<file path="config.mk">
export PLATFORM = sky130hd
export DESIGN_NAME = i2c_slave_wb_bridge
export DESIGN_NICKNAME = d
export VERILOG_FILES = /design/src/rtl/i2c_slave_wb_bridge.sv
export SDC_FILE = /design/constraint.sdc
export NUM_CORES = 1
export LEC_CHECK = 0
export ABC_CLOCK_PERIOD_IN_PS = 2400
export CELL_PAD_IN_SITES_DETAIL_PLACEMENT = 0
export CELL_PAD_IN_SITES_GLOBAL_PLACEMENT = 1
export CORE_MARGIN = 5
export CORE_UTILIZATION = 44
export CTS_CLUSTER_SIZE = 14
export DETAILED_ROUTE_END_ITERATION = 10
export PLACE_DENSITY_LB_ADDON = 0.3
export RECOVER_POWER = 25
export SLEW_MARGIN = 10
export SYNTH_ARGS = -nofsm -noshare
export SYNTH_HDL_FRONTEND = slang
export SYNTH_SLANG_ARGS = --single-unit
</file>
<file path="constraint.sdc">
create_clock -name clk_i -period 2.4 [get_ports clk_i]
set_input_delay 0.48 -clock clk_i [delete_from_list [all_inputs] [get_ports clk_i]]
set_output_delay 0.48 -clock clk_i [all_outputs]
set_load 0.1 [all_outputs]
</file>
<file path="src/rtl/i2c_slave_wb_bridge.sv">
// I2C slave endpoint that turns register-pointer accesses from an external
// I2C master into single Wishbone cycles on a downstream register bank.
// SCL is stretched while a Wishbone cycle is outstanding.
`timescale 1ns/1ps
module i2c_slave_wb_bridge #(
    parameter int WB_ADDR_WIDTH  = 2,
    parameter int WB_DATA_WIDTH  = 8,
    parameter int I2C_ADDR_WIDTH = 7,
    parameter int I2C_DATA_WIDTH = 8,
    parameter logic [I2C_ADDR_WIDTH-1:0] SLAVE_ADDR = 7'h22,
    parameter int WB_TIMEOUT     = 255
) (
    input  logic                     clk_i,
    input  logic                     rst_i,
    output logic                     cyc_o,
    output logic                     stb_o,
    output logic                     we_o,
    output logic [WB_ADDR_WIDTH-1:0] adr_o,
    output logic [WB_DATA_WIDTH-1:0] dat_o,
    input  logic [WB_DATA_WIDTH-1:0] dat_i,
    input  logic                     ack_i,
    input  logic                     scl_i,
    input  logic                     sda_i,
    output logic                     scl_o,
    output logic                     sda_o
);

    localparam int          TW   = $clog2(WB_TIMEOUT + 1);
    localparam logic [3:0]  BITS = 4'(I2C_DATA_WIDTH);

    typedef enum logic [3:0] {
        S_IDLE     = 4'd0,
        S_ADDR     = 4'd1,
        S_ADDR_ACK = 4'd2,
        S_PTR      = 4'd3,
        S_PTR_ACK  = 4'd4,
        S_WR_DATA  = 4'd5,
        S_WB_WR    = 4'd6,
        S_WR_ACK   = 4'd7,
        S_WB_RD    = 4'd8,
        S_RD_DATA  = 4'd9,
        S_RD_ACK   = 4'd10,
        S_IGNORE   = 4'd11
    } state_t;

    logic [1:0]                r_scl_sync;
    logic [1:0]                r_sda_sync;
    logic                      r_scl_prev;
    logic                      r_sda_prev;

    state_t                    r_state;
    logic [3:0]                r_bitcnt;
    logic [I2C_DATA_WIDTH-1:0] r_shift;
    logic                      r_rw;
    logic                      r_mack;
    logic [WB_ADDR_WIDTH-1:0]  r_ptr;
    logic [TW-1:0]             r_timer;
    logic                      r_cyc;
    logic                      r_we;
    logic [WB_ADDR_WIDTH-1:0]  r_adr;
    logic [WB_DATA_WIDTH-1:0]  r_dat;
    logic                      r_scl_o;
    logic                      r_sda_o;

    logic w_scl;
    logic w_sda;
    logic w_scl_rise;
    logic w_scl_fall;
    logic w_start;
    logic w_stop;
    logic w_in_wb;
    logic w_timeout;

    assign w_scl      = r_scl_sync[1];
    assign w_sda      = r_sda_sync[1];
    assign w_scl_rise = w_scl & ~r_scl_prev;
    assign w_scl_fall = ~w_scl & r_scl_prev;
    // Conditions need SCL high on both sides of the SDA change.
    assign w_start    = w_scl & r_scl_prev & r_sda_prev & ~w_sda;
    assign w_stop     = w_scl & r_scl_prev & ~r_sda_prev & w_sda;
    // SCL is held low in these states, so a bus condition cannot be genuine.
    assign w_in_wb    = (r_state == S_WB_WR) || (r_state == S_WB_RD);
    assign w_timeout  = (r_timer == TW'(WB_TIMEOUT - 1));

    assign cyc_o = r_cyc;
    assign stb_o = r_cyc;
    assign we_o  = r_we;
    assign adr_o = r_adr;
    assign dat_o = r_dat;
    assign scl_o = r_scl_o;
    assign sda_o = r_sda_o;

    // Two-flop synchronizers for the pins plus previous-value registers for edge detection.
    always_ff @(posedge clk_i or posedge rst_i) begin
        if (rst_i) begin
            r_scl_sync <= 2'b11;
            r_sda_sync <= 2'b11;
            r_scl_prev <= 1'b1;
            r_sda_prev <= 1'b1;
        end else begin
            r_scl_sync <= {r_scl_sync[0], scl_i};
            r_sda_sync <= {r_sda_sync[0], sda_i};
            r_scl_prev <= r_scl_sync[1];
            r_sda_prev <= r_sda_sync[1];
        end
    end

    // Protocol FSM with registered I2C drive and Wishbone master outputs.
    always_ff @(posedge clk_i or posedge rst_i) begin
        if (rst_i) begin
            r_state  <= S_IDLE;
            r_bitcnt <= 4'd0;
            r_shift  <= '0;
            r_rw     <= 1'b0;
            r_mack   <= 1'b0;
            r_ptr    <= '0;
            r_timer  <= '0;
            r_cyc    <= 1'b0;
            r_we     <= 1'b0;
            r_adr    <= '0;
            r_dat    <= '0;
            r_scl_o  <= 1'b1;
            r_sda_o  <= 1'b1;
        end else if ((w_start || w_stop) && !w_in_wb) begin
            r_sda_o  <= 1'b1;
            r_scl_o  <= 1'b1;
            r_bitcnt <= 4'd0;
            r_state  <= w_start ? S_ADDR : S_IDLE;
        end else begin
            case (r_state)
                S_IDLE: begin
                    r_state <= S_IDLE;
                end
                S_ADDR: begin
                    if (w_scl_rise) begin
                        r_shift  <= {r_shift[I2C_DATA_WIDTH-2:0], w_sda};
                        r_bitcnt <= r_bitcnt + 4'd1;
                    end else if (w_scl_fall && (r_bitcnt == BITS)) begin
                        if (r_shift[I2C_DATA_WIDTH-1:I2C_DATA_WIDTH-I2C_ADDR_WIDTH] == SLAVE_ADDR) begin
                            r_rw    <= r_shift[0];
                            r_sda_o <= 1'b0;
                            r_state <= S_ADDR_ACK;
                        end else begin
                            r_state <= S_IGNORE;
                        end
                    end
                end
                S_ADDR_ACK: begin
                    if (w_scl_fall) begin
                        r_sda_o  <= 1'b1;
                        r_bitcnt <= 4'd0;
                        if (r_rw) begin
                            r_scl_o <= 1'b0;
                            r_cyc   <= 1'b1;
                            r_we    <= 1'b0;
                            r_adr   <= r_ptr;
                            r_timer <= '0;
                            r_state <= S_WB_RD;
                        end else begin
                            r_state <= S_PTR;
                        end
                    end
                end
                S_PTR: begin
                    if (w_scl_rise) begin
                        r_shift  <= {r_shift[I2C_DATA_WIDTH-2:0], w_sda};
                        r_bitcnt <= r_bitcnt + 4'd1;
                    end else if (w_scl_fall && (r_bitcnt == BITS)) begin
                        r_ptr   <= r_shift[WB_ADDR_WIDTH-1:0];
                        r_sda_o <= 1'b0;
                        r_state <= S_PTR_ACK;
                    end
                end
                S_PTR_ACK, S_WR_ACK: begin
                    if (w_scl_fall) begin
                        r_sda_o  <= 1'b1;
                        r_bitcnt <= 4'd0;
                        r_state  <= S_WR_DATA;
                    end
                end
                S_WR_DATA: begin
                    if (w_scl_rise) begin
                        r_shift  <= {r_shift[I2C_DATA_WIDTH-2:0], w_sda};
                        r_bitcnt <= r_bitcnt + 4'd1;
                    end else if (w_scl_fall && (r_bitcnt == BITS)) begin
                        r_scl_o <= 1'b0;
                        r_cyc   <= 1'b1;
                        r_we    <= 1'b1;
                        r_adr   <= r_ptr;
                        r_dat   <= r_shift;
                        r_timer <= '0;
                        r_state <= S_WB_WR;
                    end
                end
                S_WB_WR: begin
                    if (ack_i) begin
                        r_cyc   <= 1'b0;
                        r_we    <= 1'b0;
                        r_scl_o <= 1'b1;
                        r_sda_o <= 1'b0;
                        r_ptr   <= r_ptr + WB_ADDR_WIDTH'(1);
                        r_state <= S_WR_ACK;
                    end else if (w_timeout) begin
                        // Abandoned write: NACK the byte, pointer stays put.
                        r_cyc   <= 1'b0;
                        r_we    <= 1'b0;
                        r_scl_o <= 1'b1;
                        r_sda_o <= 1'b1;
                        r_state <= S_WR_ACK;
                    end else begin
                        r_timer <= r_timer + TW'(1);
                    end
                end
                S_WB_RD: begin
                    // SCL is still held low here, so the MSB goes out with the release.
                    if (ack_i) begin
                        r_cyc    <= 1'b0;
                        r_scl_o  <= 1'b1;
                        r_shift  <= dat_i;
                        r_sda_o  <= dat_i[WB_DATA_WIDTH-1];
                        r_ptr    <= r_ptr + WB_ADDR_WIDTH'(1);
                        r_bitcnt <= 4'd0;
                        r_state  <= S_RD_DATA;
                    end else if (w_timeout) begin
                        r_cyc    <= 1'b0;
                        r_scl_o  <= 1'b1;
                        r_shift  <= {I2C_DATA_WIDTH{1'b1}};
                        r_sda_o  <= 1'b1;
                        r_bitcnt <= 4'd0;
                        r_state  <= S_RD_DATA;
                    end else begin
                        r_timer <= r_timer + TW'(1);
                    end
                end
                S_RD_DATA: begin
                    if (w_scl_rise) begin
                        r_bitcnt <= r_bitcnt + 4'd1;
                    end else if (w_scl_fall) begin
                        if (r_bitcnt == BITS) begin
                            r_sda_o <= 1'b1;
                            r_mack  <= 1'b0;
                            r_state <= S_RD_ACK;
                        end else begin
                            r_sda_o <= r_shift[I2C_DATA_WIDTH-2];
                            r_shift <= {r_shift[I2C_DATA_WIDTH-2:0], 1'b0};
                        end
                    end
                end
                S_RD_ACK: begin
                    if (w_scl_rise) begin
                        if (w_sda) begin
                            r_state <= S_IGNORE;
                        end else begin
                            r_mack <= 1'b1;
                        end
                    end else if (w_scl_fall && r_mack) begin
                        r_scl_o <= 1'b0;
                        r_cyc   <= 1'b1;
                        r_we    <= 1'b0;
                        r_adr   <= r_ptr;
                        r_timer <= '0;
                        r_state <= S_WB_RD;
                    end
                end
                S_IGNORE: begin
                    r_sda_o <= 1'b1;
                end
                default: begin
                    r_state <= S_IDLE;
                end
            endcase
        end
    end

endmodule

</file>
## Word-level counts from Yosys, hierarchy flattened

Index checks and enable logic that the tools add are counted.

- Output and inout port bits: 15
- Memories: 0
- Bits in writable memories: 0
- Latch bits: 0
- Flip-flop bits (word level): 48
- ROM bits: 0

- Shifts and indexed selects: 0
- Order comparisons: 0
- Divide/modulo/power cells: 0
- Add/sub/neg operators: 3
- Multipliers: 0
- Equality and inequality tests: 58
- Mux-type cells: 94
- Bitwise gates (word level): 13
- Reduce and logical (&&, ||, !) cells: 33

Operators by type and width:

| operator | count |
|---|---|
| 2-to-1 mux 8 bit | 14 |
| 2-to-1 mux 4 bit | 26 |
| inequality test 3 bit (second input constant) | 17 |
| one-hot mux 4 bit (10 select lines) | 1 |
| 2-to-1 mux 1 bit | 34 |
| inequality test 2 bit (second input constant) | 17 |
| one-hot mux 8 bit (4 select lines) | 1 |
| AND reduction 9 bit | 3 |
| one-hot mux 8 bit (3 select lines) | 1 |
| equality test 4 bit (second input constant) | 5 |
| 2-to-1 mux 2 bit | 9 |
| equality test 4 x 3 -> 1 bit (second input constant) | 4 |
| AND reduction 16 bit | 1 |
| AND reduction 8 bit | 2 |
| AND reduction 7 bit | 2 |
| one-hot mux 1 bit (4 select lines) | 3 |
| one-hot mux 4 bit (3 select lines) | 1 |
| nonzero test 4 bit | 3 |
| AND reduction 10 bit | 1 |
| AND reduction 5 bit | 2 |
| inequality test 3 x 1 -> 1 bit (second input constant) | 3 |
| adder 8 x 1 -> 8 bit (second input constant) | 1 |
| equality test 4 x 2 -> 1 bit (second input constant) | 2 |
| equality test 8 bit (second input constant) | 1 |
| 25 further kinds | 47 |

## Logic depth before layout (Yosys ltp)

- Word-level depth: 7
- Depth in mapped cells: 9
- Depth with buffers taken out: 8

## Worst setup path before layout

Ideal clock, no wire load.

- Kind: register to register
- Start: register r_state[2]
- End: register r_shift[0]
- Period minus slack after synthesis: 1.890 ns
- Path slack: 0.510 ns
- Arrival time: 1.765 ns
- Buffers on the path: 2
- Stages on the path, launching flop included: 7
- Data required time: 2.275 ns
- Cell sequence: dfrtp_1 -> buf_4 -> buf_6 -> a21oi_1 -> nand3_1 -> a211oi_4 -> mux2_2

- Word-level cells in the longest chain between the ends: 6
- Elaborated cells on any way between the ends: 19
- Classes of those cells: eq/ne (11); mux (1); bitwise (1); reduce/logical (6)

Ends and longest elaborated chain:

| element | RTL line | source |
|---|---|---|
| from (decl) | 51 | `state_t r_state;` |
| from (signal assigned) | 128 | `r_state <= w_start ? S_ADDR : S_IDLE;` |
| parallel branches: the longest is 6 deep, another holds AND reduction 7 bit | -- |  |
| to (signal assigned) | 136 | `r_shift <= {r_shift[I2C_DATA_WIDTH-2:0], w_sda};` |
| to (signal assigned) | 166 | `r_shift <= {r_shift[I2C_DATA_WIDTH-2:0], w_sda};` |
| to (signal assigned) | 183 | `r_shift <= {r_shift[I2C_DATA_WIDTH-2:0], w_sda};` |
| to (decl) | 53 | `logic [I2C_DATA_WIDTH-1:0] r_shift;` |

Parallel ways; which one is timed is not known.
A chain may end at the register's enable or synchronous reset.

## Final worst setup path

- Start: register r_scl_sync[1]
- End: register r_shift[1]

- Word-level cells in the longest chain between the ends: 7
- Elaborated cells on any way between the ends: 15
- Classes of those cells: eq/ne (3); bitwise (9); reduce/logical (3)

Ends and longest elaborated chain:

| element | RTL line | source |
|---|---|---|
| from (decl) | 46 | `logic [1:0] r_scl_sync;` |
| from (signal assigned) | 101 | `r_scl_sync <= {r_scl_sync[0], scl_i};` |
| AND 1 bit | 79, 80 |  |
| AND 1 bit, on equally long branches (2 in series) | 79, 80 |  |
| logical OR 1 bit | 124 | `end else if ((w_start \|\| w_stop) && !w_in_wb) begin` |
| logical AND 1 bit | 124 |  |
| inverter 1 bit (no line) | -- |  |
| AND reduction 7 bit (no line) * | -- |  |

Mark *: on every way between the ends. The rest lies on a longest branch, timed or not.

==> results_dict.tcl <==
set metrics [dict create \
    outcome "completed" \
    synth_area_um2 2940 \
    die_x_um 91.7 \
    avgViaCountPerCell 6.02 \
    place_hpwl_um 5550 \
    drtAntennaViolNets 0 \
    hold_class "flop to flop" \
    synth-seq-cells 48 \
    syn_inst 310 \
    slew_headroom_pct 41.0 \
    synth_edf_count 0 \
    critPathMaxFanout 8 \
    reg2reg_from "r_scl_sync[1]" \
    grt_use_total_pct 19.0 \
    clk_pin_slew_ps 100 \
    drv_cap 0 \
    tns_ps 0 \
    worstPathCellList "inv_1, nor2_1, nand3_1, a211oi_4, mux2_2" \
    place.gp.congestion 0.970 \
    overflow 0 \
    endpoint_kind "flop" \
    synth-main-ff-cell "dfrtp_1" \
    clock_sinks 48 \
    min_to "r_scl_sync[1]" \
    pwr_density_cell_nw_per_um2 716 \
    setup_viol 0 \
    yosys_warnings 0 \
    slew_viol_final 0 \
    num_io_pins 28 \
    required_ps 2600 \
    insertion_delay_ps 320 \
    timing.final.crit_share_pct 90.7 \
    grt_pass1_wl_um 12800 \
    grt_max_degree 20 \
    coreArea_um2 6420 \
    syn-num-nets 327 \
    firstDrtPassIters 4 \
    final_cells 425 \
    post-place-cells 417 \
    cts_setup_buffers 0 \
    fin_crit_ps 2180 \
    netlist.area_leader.share_pct 34.1 \
    synth_area_leader_cell "dfrtp_1" \
    cpLargestDelayFamily "flip-flops" \
    routedWlPerCell_um 18.0 \
    diodes 0 \
    reg2reg_to "r_shift[1]" \
    startpoint_type "flop" \
    crit_type "flop to flop" \
    post_cts_resized 0 \
    drive_above_1_share_pct 23.0 \
    fp-row-count 29 \
    clock_skew_ps 8.08 \
    fmax_ghz 0.459 \
    wirelength_um 7630 \
    clockBufferDepth 2 \
    worst_pin_slew_ps 885 \
    cts_tree "built" \
    grt_pass1_vias 2464 \
    syn_area_per_cell_um2 9.48 \
    arrival_ps 2380 \
    rsz0062_at_grt "false" \
    critPathMaxStageDelay_ps 610 \
    min_path_cells 0 \
    final_common_cell "dfrtp_1" \
    yosysUniqueCellTypes 64 \
    die-area_um2 8410 \
    synthArstFlopShare_pct 100 \
    cts_root_buffer "clkbuf_8" \
    crit_buf_inv 1 \
    ys_seq_area_share_pct 41.2 \
    p_leak_nw 1.46 \
    area_growth_pct 15.9 \
    drt_iter0_markers 266 \
    cts_hold_buf 0 \
    drc 0 \
    initial_core_util_pct 45.8 \
    final_cell_mix "dfrtp_1 (40), buf_4 (31), nand2_1 (25)" \
    hold_viol 0 \
    cpMaxStageDelayCell "dfstp_1" \
    synth_area_leaders "dfrtp_1 (34%), mux2_2 (7.3%), dfstp_2 (7.2%)" \
    htree_levels 2 \
    rrSetupSlack_ps 220 \
    num-nets-final 364 \
    ff2ff_path_depth 5 \
    io_buffer_count 27 \
    cts_made_buffers 5 \
    vias 2558 \
    antenna_found_initial 0 \
    worstHoldStart "r_scl_sync[0]" \
    ir_drop_mv 0.339 \
    die_y_um 91.7 \
]
[metal layers]
layer,track usage (%),vias up,share of wire (%)
met2,28.9,115,45
li1,-,1219,-
met4,6.06,0,2.0
met5,0,-,0
met3,3.60,15,6.8
met1,27.2,1209,46
[registers in the layout, indices dropped and copies added, names as in the netlist, 2 cells and up]
name,count
dat_o,8
r_shift,8
r_timer,8
r_bitcnt,4
r_state,4
adr_o,2
r_ptr,2
r_scl_sync,2
r_sda_sync,2
[layout make-up]
| class | instances | area [um^2] |
|---|---|---|
| Sequential cell | 48 | 1210 |
| Tap cell | 77 | 96.3 |
| Fill cell | 576 | 3020 |
| Inverter | 14 | 52.6 |
| Clock buffer | 6 | 82.6 |
| Timing Repair Buffer | 44 | 357 |
| Multi-Input combinational cell | 234 | 1590 |
| Clock inverter | 2 | 13.8 |
[per-stage QoR]
stage / hold WS (ps) / utilization, % / power, mW / cell area, um^2 / worst slack (ps)
detailed placement: 348 / 51.6 / 1.92 / 3310 / 236
floorplan: 345 / - / 1.71 / 2940 / 510
global route: 372 / 53.0 / 2.58 / 3410 / 95.1
global placement: 346 / 51.6 / 1.91 / 3310 / 271
CTS: 360 / 53.1 / 2.46 / 3410 / 286
finish: 361 / 53.0 / 2.44 / 3410 / 224
[worst reg2reg max path, delay by kind of cell, from the launching register on]
family                 cells  cell delay (ps)
buffers and inverters      1               90
DFF                        1              610
muxes                      1              390
and+or+nand+nor            2              480
AOI/OAI and AO/OA          1              490
[Yosys cell counts, types with 2 or more instances]
library cell / n
dfrtp_1: 40
nand2_1: 25
nor2_1: 23
o21ai_0: 23
mux2_2: 19
a21oi_1: 18
inv_1: 14
a31oi_1: 12
nand3_1: 10
dfstp_2: 8
nand2b_1: 8
nor2b_1: 8
mux2i_1: 7
o31ai_1: 6
buf_2: 5
nor3_1: 5
nor4_1: 5
a211oi_1: 4
buf_4: 4
ha_1: 4
and3_1: 3
clkbuf_1: 3
o21a_1: 3
o21ai_1: 3
or2_2: 3
a21boi_0: 2
a21o_1: 2
a41oi_1: 2
nand3b_1: 2
nor2_2: 2
nor3_2: 2
o41ai_1: 2
or4_1: 2
[how the worst max path moves through the flow]
stage | from | endpoint | slack [ps] | depth (start not counted)
final | r_scl_sync[1] | r_shift[1] | 220 | 5
after global routing | r_state[1] | r_timer[1] | 100 | 7
after CTS | r_state[1] | adr_o[0] | 290 | 6
after detailed placement | ack_i | r_shift[1] | 240 | 5
after global placement | ack_i | r_shift[1] | 270 | 5
after floorplan | r_state[2] | r_shift[0] | 510 | 6
[power breakdown]
group / leakage (nW) / internal, mW / switching [mW]
logic: 0.813 / 0.274 / 0.497
clock network: 0.0516 / 0.237 / 0.308
registers: 0.597 / 0.964 / 0.160
[logic make-up after synthesis]
| kind of cell | Yosys count | share of synthesized area (%) |
|---|---|---|
| flops | 48 | 41.2 |
| fa+ha+maj | 4 | 1.70 |
| xor+xnor | 1 | 0.298 |
| compound gates | 94 | 21.8 |
| simple gates | 109 | 20.7 |
| buf+inv | 28 | 4.55 |
| mux | 26 | 9.66 |
No activity file was read; power rests on OpenSTA's default activity.
